**src/rtl/sample_packer.sv**
```systemverilog
// Sample FIFO plus byte serializer: buffers 32-bit {timestamp, channels} words and
// streams each one out as four little-endian bytes on a valid/ready interface.
module sample_packer #(
    parameter int DEPTH_LOG2 = 4
) (
    input  logic                  i_clk,
    input  logic                  i_reset,
    input  logic                  i_save,
    input  logic [31:0]           i_data,
    input  logic                  i_run,
    output logic [7:0]            o_byte,
    output logic                  o_valid,
    input  logic                  i_ready,
    output logic [DEPTH_LOG2:0]   o_level,
    output logic                  o_empty,
    output logic                  o_full,
    output logic                  o_overflow
);

    localparam int DEPTH = 1 << DEPTH_LOG2;
    localparam logic [DEPTH_LOG2:0]   LEVEL_FULL = (DEPTH_LOG2 + 1)'(DEPTH);
    localparam logic [DEPTH_LOG2:0]   LEVEL_ONE  = (DEPTH_LOG2 + 1)'(1);
    localparam logic [DEPTH_LOG2-1:0] PTR_ONE    = DEPTH_LOG2'(1);

    typedef enum logic {
        IDLE = 1'b0,
        SEND = 1'b1
    } state_t;

    logic [31:0]           mem [DEPTH];
    logic [DEPTH_LOG2-1:0] wr_ptr;
    logic [DEPTH_LOG2-1:0] rd_ptr;
    logic [DEPTH_LOG2:0]   level;

    state_t      state;
    state_t      state_nxt;
    logic [1:0]  idx;
    logic [1:0]  idx_nxt;
    logic [31:0] word;
    logic        load;
    logic        push;
    logic        drop;
    logic        run_p1;
    logic        run_rise;

    assign o_level  = level;
    assign o_empty  = (level == '0);
    assign o_full   = (level == LEVEL_FULL);
    assign o_byte   = word[{idx, 3'b000} +: 8];

    // A full FIFO still accepts a word when the serializer frees a slot on the same edge.
    assign push     = i_save && (!o_full || load);
    assign drop     = i_save && !push;
    assign run_rise = i_run && !run_p1;

    always_comb begin
        state_nxt = state;
        idx_nxt   = idx;
        load      = 1'b0;
        o_valid   = 1'b0;
        case (state)
            IDLE: begin
                if (!o_empty) begin
                    load      = 1'b1;
                    idx_nxt   = 2'd0;
                    state_nxt = SEND;
                end
            end
            SEND: begin
                o_valid = 1'b1;
                if (i_ready) begin
                    if (idx != 2'd3) begin
                        idx_nxt = idx + 2'd1;
                    end else if (!o_empty) begin
                        load    = 1'b1;
                        idx_nxt = 2'd0;
                    end else begin
                        idx_nxt   = 2'd0;
                        state_nxt = IDLE;
                    end
                end
            end
            default: begin
                state_nxt = IDLE;
                idx_nxt   = 2'd0;
            end
        endcase
    end

    always_ff @(posedge i_clk or posedge i_reset) begin
        if (i_reset) begin
            state <= IDLE;
            idx   <= 2'd0;
            word  <= '0;
        end else begin
            state <= state_nxt;
            idx   <= idx_nxt;
            if (load) begin
                word <= mem[rd_ptr];
            end
        end
    end

    // Storage array carries data only, so it has no reset.
    always_ff @(posedge i_clk) begin
        if (push) begin
            mem[wr_ptr] <= i_data;
        end
    end

    always_ff @(posedge i_clk or posedge i_reset) begin
        if (i_reset) begin
            wr_ptr <= '0;
            rd_ptr <= '0;
            level  <= '0;
        end else begin
            if (push) begin
                wr_ptr <= wr_ptr + PTR_ONE;
            end
            if (load) begin
                rd_ptr <= rd_ptr + PTR_ONE;
            end
            case ({push, load})
                2'b10:   level <= level + LEVEL_ONE;
                2'b01:   level <= level - LEVEL_ONE;
                default: level <= level;
            endcase
        end
    end

    // A drop on the same edge as a new capture start keeps the flag set.
    always_ff @(posedge i_clk or posedge i_reset) begin
        if (i_reset) begin
            run_p1     <= 1'b0;
            o_overflow <= 1'b0;
        end else begin
            run_p1 <= i_run;
            if (drop) begin
                o_overflow <= 1'b1;
            end else if (run_rise) begin
                o_overflow <= 1'b0;
            end
        end
    end

endmodule

```
**config.mk**
```make
export PLATFORM = sky130hd
export DESIGN_NAME = sample_packer
export DESIGN_NICKNAME = d
export VERILOG_FILES = /design/src/rtl/sample_packer.sv
export SDC_FILE = /design/constraint.sdc
export NUM_CORES = 1
export LEC_CHECK = 0
export BUFFER_PORTS_ARGS = -buffer_cell sky130_fd_sc_hd__buf_2
export CAP_MARGIN = 20
export CELL_PAD_IN_SITES_DETAIL_PLACEMENT = 0
export CELL_PAD_IN_SITES_GLOBAL_PLACEMENT = 1
export CORE_UTILIZATION = 30
export DETAILED_ROUTE_END_ITERATION = 10
export HOLD_SLACK_MARGIN = 0.12
export PLACE_DENSITY_LB_ADDON = 0.1
export SLEW_MARGIN = 20
export SYNTH_ARGS = -nofsm -noshare
export SYNTH_HDL_FRONTEND = slang
export SYNTH_SLANG_ARGS = --single-unit
export TNS_END_PERCENT = 5
```
**constraint.sdc**
```tcl
create_clock -name i_clk -period 8.85 [get_ports i_clk]
set_input_delay 0.4425 -clock i_clk [delete_from_list [all_inputs] [get_ports i_clk]]
set_output_delay 0.4425 -clock i_clk [all_outputs]
set_load 0.02 [all_outputs]
```
Word-level counts from Yosys, hierarchy flattened
Memory sizes are Yosys's and may differ from the RTL's. A register that Yosys moved wholly into a read port is not among the register bits.
Cells that the tools add are included.
{ "classes": {"addsub": 5, "eq_ne": 6, "n_shift": 1, "n_mux": 17, "n_bitwise": 1, "reduce_logical": 11} }
{ "op_table": {"columns": ["op", "count"], "rows": [
  ["32-bit by 6-bit indexed part select with 8-bit output", 1],
  ["1-bit two-way mux", 10],
  ["5-bit case mux with 2 select lines", 1],
  ["4-bit by 1-bit adder with 4-bit output, second input constant", 2],
  ["2-bit two-way mux", 3],
  ["2-bit != test, second input constant", 3],
  ["5-bit by 1-bit adder with 5-bit output, second input constant", 1],
  ["5-bit equality test, second input constant", 1],
  ["5-bit logical NOT", 1],
  ["5-bit by 1-bit subtractor with 5-bit output, second input constant", 1],
  ["1-bit case mux with 2 select lines", 2],
  ["2-bit case mux with 2 select lines", 1],
  ["2-bit nonzero test", 2],
  ["1-bit logical AND", 3],
  ["1-bit logical NOT", 3],
  ["2-bit by 1-bit adder with 2-bit output, second input constant", 1],
  ["2-bit by 1-bit equality test with 1-bit output, second input constant", 1],
  ["2-bit equality test, second input constant", 1],
  ["2-bit AND reduction", 1],
  ["1-bit logical OR", 1],
  ["1-bit NOT", 1]
]} }
{ "totals": {"register_bits": 18, "ramBits": 512, "inputBits": 37, "out_inout_bits": 17, "word_cells": 49, "memories": 1} }
{ "mem_list": {"columns": ["name", "words", "width", "rd", "rd_ports_with_merged_regs", "wr", "line_no", "rtl"], "rows": [
  ["mem", 16, 32, 1, 1, 1, "30", "logic [31:0] mem [DEPTH];"]
]} }

Logic depth before layout (Yosys ltp)
Gate-level depths: netlist (run 1).
{ "logic_depth": {"ltp_word": 10, "mapped_depth": 9, "mapped_depth_nobuf": 8} }

Least setup slack after synthesis (run 1)
Ideal clock, no wire load.
{ "synth_timing": {"kind": "flip-flop to flip-flop", "startpoint": "register level[0] (netlist: o_level[0])", "endpoint": "memory mem[4][0], enable pin", "arrival_ns": 2.762, "required_ns": 8.429, "slack_ns": 5.667, "path_stages_with_launch": 5, "path_buffers": 0, "period_less_slack_ns": 3.183, "cell_sequence": "dfrtp_1 > nor4_1 > a31oi_1 > nand3b_1 > nor2_1"} }
{ "synth_via": {"elab_chain_cells": 9, "word_cells_on_any_way": 11, "cone_classes": "1 x eq/ne; 6 x mux; 4 x reduce/logical"} }
{ "synth_lines": {"columns": ["element", "line_no", "rtl"], "rows": [
  ["start: declaration", "33", "logic [DEPTH_LOG2:0] level;"],
  ["start signal: assignment", "124", "2'b10: level <= level + LEVEL_ONE;"],
  ["start signal: assignment", "125", "2'b01: level <= level - LEVEL_ONE;"],
  ["start signal: assignment", "126", "default: level <= level;"],
  ["5-bit logical NOT", "47", "assign o_empty = (level == '0);"],
  ["1-bit two-way mux", "63, 74", null],
  ["1-bit two-way mux", "72", "if (idx != 2'd3) begin"],
  ["1-bit two-way mux", "71", "if (i_ready) begin"],
  ["1-bit case mux with 2 select lines", "61", "case (state)"],
  ["1-bit logical OR *", "52", "assign push = i_save && (!o_full || load);"],
  ["1-bit logical AND *", "52", null],
  ["1-bit two-way mux *", "106", "if (push) begin"],
  ["1-bit two-way mux (implied by the code) *", "107", "mem[wr_ptr] <= i_data;"],
  ["end: declaration", "30", null]
]} }
Every way passes the cells marked *; elsewhere a longest branch is shown, timed or not.

Final worst setup path (run 1)
{ "layout_timing": {"startpoint": "register idx[0]", "endpoint": "memory mem[1][3], enable pin"} }
{ "layout_via": {"elab_chain_cells": 8} }
{ "layout_lines": {"columns": ["element", "line_no", "rtl"], "rows": [
  ["start: declaration", "37", "logic [1:0] idx;"],
  ["start signal: assignment", "97", "idx <= idx_nxt;"],
  ["2-bit != test", "72", null],
  ["1-bit two-way mux", "72", null],
  ["1-bit two-way mux", "71", null],
  ["1-bit case mux with 2 select lines", "61", null],
  ["1-bit logical OR", "52", null],
  ["1-bit logical AND", "52", null],
  ["1-bit two-way mux", "106", null],
  ["1-bit two-way mux (implied by the code)", "107", null]
]} }
Every way passes these cells.

==> results of run 1 <==
## per-stage QoR
step	hold WS, ps	area, um^2
2_1_floorplan	444	21600
3_3_place_gp	485	22900
3_5_place_dp	495	22900
4_1_cts	157	24800
5_1_grt	192	24800
6_report	204	24800
## what timing repair did
item / CTS / global route
endpoints found under the hold margin: 51 / 0
buffers inserted: 0 / 0
hold buffers: 2 / 0
endpoints found under the setup margin: 0 / 0
## final timing paths
path | startpoint | endpoint | slack [ps] | cells after the start
max | idx[0] | mem[1][3] | 4980 | 5
min | i_save | o_overflow | 200 | 3
max reg2reg | idx[0] | mem[1][3] | 4980 | 5
min reg2reg | run_p1 | o_overflow | 500 | 2
max in group asynchronous | i_reset | rd_ptr[2] | 7620 | 4
min in group asynchronous | i_reset | o_level[0] | 570 | 4
## sequential cells by signal, summed over array words and instances, names as in the netlist
| signal | cells |
|---|---|
| mem | 512 |
| word | 32 |
| o_level | 5 |
| rd_ptr | 4 |
| wr_ptr | 4 |
| idx | 2 |
| o_overflow | 1 |
| run_p1 | 1 |
| state | 1 |
## worst register-to-register path: stages (launching register included)
cell and delay [ps]:
dfrtp_1 710, ha_1 320, a21boi_1 200, a31oi_1 890
nor3b_1 440, and2_2 900
## cell families after synthesis
family / Yosys count
AO/OA/AOI/OAI: 114
buffers and inverters: 65
AND/OR/NAND/NOR: 38
XOR/XNOR: 9
adder cells (fa/ha/maj): 10
flip-flops: 562
multiplexers: 175
## cell usage in the layout, fill, tap and decap left out, types with 12 or more instances in the layout
cell type / netlist / final
edfxtp_1: 512 / 512
mux4_2: 136 / 136
o22ai_1: 64 / 64
clkbuf_16: 0 / 61
buf_2: 9 / 53
dfrtp_1: 50 / 47
mux2_2: 34 / 34
a21oi_1: 34 / 34
clkbuf_1: 28 / 20
buf_4: 10 / 12
## cell type report
class	instances	area, um^2
Fill cell	6511	45700
Tap cell	940	1180
Multi-Input combinational cell	346	4700
Sequential cell	562	16600
Clock buffer	90	1730
Inverter	11	41.3
Clock inverter	23	109
Antenna cell	2	5.00
Timing Repair Buffer	68	403
## where the power goes
group | total, mW | internal [mW] | switching, mW
Clock | 2.35 | 1.34 | 1.01
Sequential | 3.48 | 3.25 | 0.227
Combinational | 1.96 | 0.850 | 1.11
## routing by layer
metal	GRT usage	share of wire	vias up
li1	-	-	4280
met1	0.226	0.49	5285
met2	0.225	0.45	223
met3	0.0283	0.046	63
met4	0.0332	0.016	0
met5	0	0	-
==> run summary, run 1 <==
- **outcome** completed
- **Final Max Tran Viols** 0
- **sequential share of the synthesized area** 0.771
- **top achievable clock speed** 0.258 GHz
- **final count of hold timing violations** 0
- **Synth top area share** 0.713
- **Iter 0 DRT Violations** 662
- **aggregate global-route resource usage** 0.150
- **# IOs** 54
- **skew final** 15.3 ps
- **maximum VDD drop** 0.255 mV
- **total of max-cap violations** 0
- **maximum number of pins on one net before global-route repair** 70
- **delay-heaviest family, CP** simple AND/OR/NAND/NOR gates
- **Synth area leader** edfxtp_1
- **critical path peak fanout** 32
- **routed length per instance** 26.5 um
- **Setup CP Type** reg2reg
- **power density over the cells** 314 nW/um^2
- **most frequently used cell type in the post-synthesis netlist** edfxtp_1
- **Max Buffers Root-to-Sink** 3
- **delay contributed by the slowest stage of the critical path** 900 ps
- **residual DRC count** 0
- **final net count** 1,096
- **clock latency of the later-clocked register in the worst-skew pair** 620 ps
- **area fraction in compound gates after synthesis** 0.0325
- **Min-Delay Path Class** in2reg
- **ratio of final minimum period to clock period** 0.437
- **number of distinct standard cells referenced by the synthesized netlist** 45
- **CP arrival** 4100 ps
- **drt via density** 4.82
- **width of the chip** 270 um
- **synthesized area divided by synthesized cell count** 22.1 um^2
- **starting density of the core** 0.306
- **Buf/Inv on CP** 0
- **synthesized-area fraction occupied by and/or/nand/nor cells** 0.00975
- **startpoint type of the worst setup path** flop
- **final standard cell utilization of the core** 0.352
- **post-synthesis instance area** 21,600 um^2
- **Post-Route WL** 54.2 mm
- **final global-route overflow total** 0
- **number of setup violations in the final report** 0
- **clock-pin transition on the worst setup and hold timing paths** 60 ps
- **number of antenna violations at the first check in global routing** 0
- **DP Worst Slack** 4950 ps
- **post-detail-place hpwl** 31.2 mm
- **tightest slew margin relative to the limit** 0.249
- **number of standard cells in the layout, taps in and fillers out** 2,042
- **smallest setup slack after layout** 4980 ps
- **transition time of the tightest slew-check pin** 1120 ps
- **cells taking the most area after synthesis** edfxtp_1, mux4_2, dfrtp_1
- **PostCTS Resize Cnt** 0
- **root buffer selected by CTS** clkbuf_16
- **count of flip-flops with a built-in enable after synthesis** 512
- **Core Region** 70,500 um^2
- **#FFs+latches synth** 562
- **synthesized netlist cell count** 973
- **critical-path cell list** ha_1, a21boi_1, a31oi_1, nor3b_1, and2_2
- **dpl cells** 1,924
- **share of cells above drive strength 1** 0.313
- **DRT Pass-1 Iters** 5
- **combinational family with the most area after synthesis** multiplexers
- **antenna-violating nets left** 0
- **number of standard-cell rows in the floorplan** 97
- **share of synthesized area spent on multiplexers** 0.163
- **TritonCTS clock tree** yes
- **proportion of register bits with asynchronous set or reset after synthesis** 0.0890
- **final worst path period need** 3870 ps
- **die outline area** 72,900 um^2
- **CTS H-Tree Depth** 2
- **commonest cells in the synthesized netlist** edfxtp_1, mux4_2, o22ai_1
- **vias in the first global route** 10,300
- **adder and majority cell fraction of the synthesized area** 0.00615
- **syn nets** 1,020
- **global placer's final weighted congestion** 0.715
- **vertical extent of the die** 270 um
- **Synth Warn #** 0
- **vias** 9,851
- **Sum Neg Setup Slack** 0 ps
- **buffers added on ports** 53
- **global-route wire length before repair** 78.2 mm
- **crit path capture type** flop
- **clock net sink count** 562
- **xor and xnor fraction of the mapped netlist area** 0.00366
- **area growth from synthesis to layout** 15.0%
- **unrepaired setup endpoints after global routing** false
- **Final Power** 7.79 mW
- **required time of the critical path** 9080 ps
- **commonest register cell after synthesis** edfxtp_1
- **cell type of the slowest stage on the worst timing path** and2_2
- **total clock buffers created by CTS** 60
- **leak pwr** 7.76 nW
(Power assumes the default switching activity.)
==> inputs of run 2 (changes only) <==
- clock period: 8.85 -> 3.6 ns (I/O delays scaled with it)
==> run summary, run 2 (synthesized netlist as in run 1, its figures left out) <==
- **outcome** completed
- **number of standard-cell rows in the floorplan** 97
- **global placer's final weighted congestion** 0.709
- **Min-Delay Path Class** in2reg
- **width of the chip** 270 um
- **CTS H-Tree Depth** 3
- **most common library cell in the layout ignoring fill and taps** edfxtp_1
- **clock net sink count** 562
- **Max Buffers Root-to-Sink** 3
- **startpoint type of the worst setup path** flop
- **critical path peak fanout** 7
- **antenna-violating nets left** 0
- **# IOs** 54
- **power density over the cells** 774 nW/um^2
- **multi-input logic area** 4690 um^2
- **final worst path period need** 3030 ps
- **Final Max Tran Viols** 0
- **die outline area** 72,900 um^2
- **aggregate global-route resource usage** 0.159
- **area taken by flip-flops and latches** 16,600 um^2
- **vias** 10,300
- **transition time of the tightest slew-check pin** 1040 ps
- **root buffer selected by CTS** clkbuf_16
- **Sum Neg Setup Slack** 0 ps
- **number of antenna violations at the first check in global routing** 3
- **residual DRC count** 0
- **tightest slew margin relative to the limit** 0.310
- **DRT Pass-1 Iters** 5
- **count of inserted antenna diode cells** 0
- **number of filler instances in the final layout** 6,466
- **Final Power** 20.0 mW
- **top achievable clock speed** 0.330 GHz
- **routed length per instance** 26.8 um
- **drt via density** 4.89
- **buffers added on ports** 53
- **post-layout instance area** 25,800 um^2
- **Iter 0 DRT Violations** 733
- **maximum VDD drop** 0.440 mV
- **Largest register FFs** 512
- **final count of hold timing violations** 0
- **number of setup violations in the final report** 0
- **maximum number of pins on one net before global-route repair** 46
- **Placed Instance Area** 23,300 um^2
- **total clock buffers created by CTS** 66
- **Setup CP Type** reg2reg
- **PostCTS Resize Cnt** 0
- **clock-pin transition on the worst setup and hold timing paths** 60 ps
- **starting density of the core** 0.306
- **clock latency of the later-clocked register in the worst-skew pair** 590 ps
- **Core Region** 70,500 um^2
- **CP arrival** 3540 ps
- **unrepaired setup endpoints after global routing** false
- **area growth from synthesis to layout** 19.6%
- **total of max-cap violations** 0
- **ratio of final minimum period to clock period** 0.843
- **share of cells above drive strength 1** 0.329
- **final net count** 1,172
- **TritonCTS clock tree** yes
- **leak pwr** 8.22 nW
- **final global-route overflow total** 0
- **global-route wire length before repair** 82.5 mm
- **Post-Route WL** 56.8 mm
- **vertical extent of the die** 270 um
- **crit path capture type** flop
- **post-detail-place hpwl** 32.7 mm
- **skew final** 26.3 ps
- **commonest non-fill, non-tap cells in the layout** edfxtp_1, mux4_2, clkbuf_16, o22ai_1, buf_2
- **required time of the critical path** 4110 ps
- **vias in the first global route** 11,100
- **top register by number of flip-flops** mem
==> run 2: cell types whose count changed in the layout (fill, tap and decap cells not counted), sizes merged <==
cell,change
clkinvlp,+2
buf,+36
bufinv,+2
dlygate4sd3,+34
inv,-1
clkinv,+3
diode,-2
==> run 2: layout make-up <==
class	instances	share of cell area
Clock buffer	90	0.0725
Clock inverter	29	0.00757
Inverter	11	0.00160
Multi-Input combinational cell	346	0.182
Sequential cell	562	0.645
Tap cell	940	0.0456
Timing Repair Buffer	138	0.0453
==> run 2: final timing paths <==
kind | from | end | slack, ps | cells past startpoint
min reg2reg | run_p1 | o_overflow | 510 | 2
min in group asynchronous | i_reset | word[0] | 370 | 3
max | o_level[0] | o_level[4] | 570 | 8
max reg2reg | o_level[0] | o_level[4] | 570 | 8
max in group asynchronous | i_reset | word[25] | 2290 | 4
min | i_run | run_p1 | 240 | 2
==> run 2: routing by layer <==
metal | track usage | vias to the layer above | wire length, um
met5 | 0 | - | 0
met4 | 0.0437 | 0 | 1270
met3 | 0.0294 | 86 | 2100
met2 | 0.249 | 205 | 26500
met1 | 0.228 | 5628 | 26900
li1 | - | 4430 | -
==> run 2: power by group <==
| part | internal, mW | switching [mW] |
|---|---|---|
| logic | 2.30 | 2.70 |
| registers | 7.99 | 0.578 |
| clock network | 3.78 | 2.61 |
| total | 14.1 | 5.88 |
==> run 2: worst max-delay path, stage by stage, from the launching register on <==
cell,delay (ps)
dfrtp_1,450
or4_1,730
nor2_1,240
nor3_1,150
fa_1,450
a21o_1,190
a21oi_1,230
mux2_2,360
o211ai_1,150
==> run 2: through the flow <==
stage / std cells / hold slack (ps) / util / setup slack [ps]
final: 2116 / 244 / 0.365 / 565
after global routing: 2116 / 229 / 0.365 / 329
after floorplan: 973 / 211 / - / 417
after CTS: 2116 / 208 / 0.365 / 530
after detailed placement: 1961 / 309 / 0.331 / 549
after global placement: 1961 / 303 / 0.331 / 550
==> run 2: repair_timing <==
item / CTS / global route
hold buffers: 36 / 0
hold endpoints to repair: 556 / 0
buffers inserted: 0 / 0
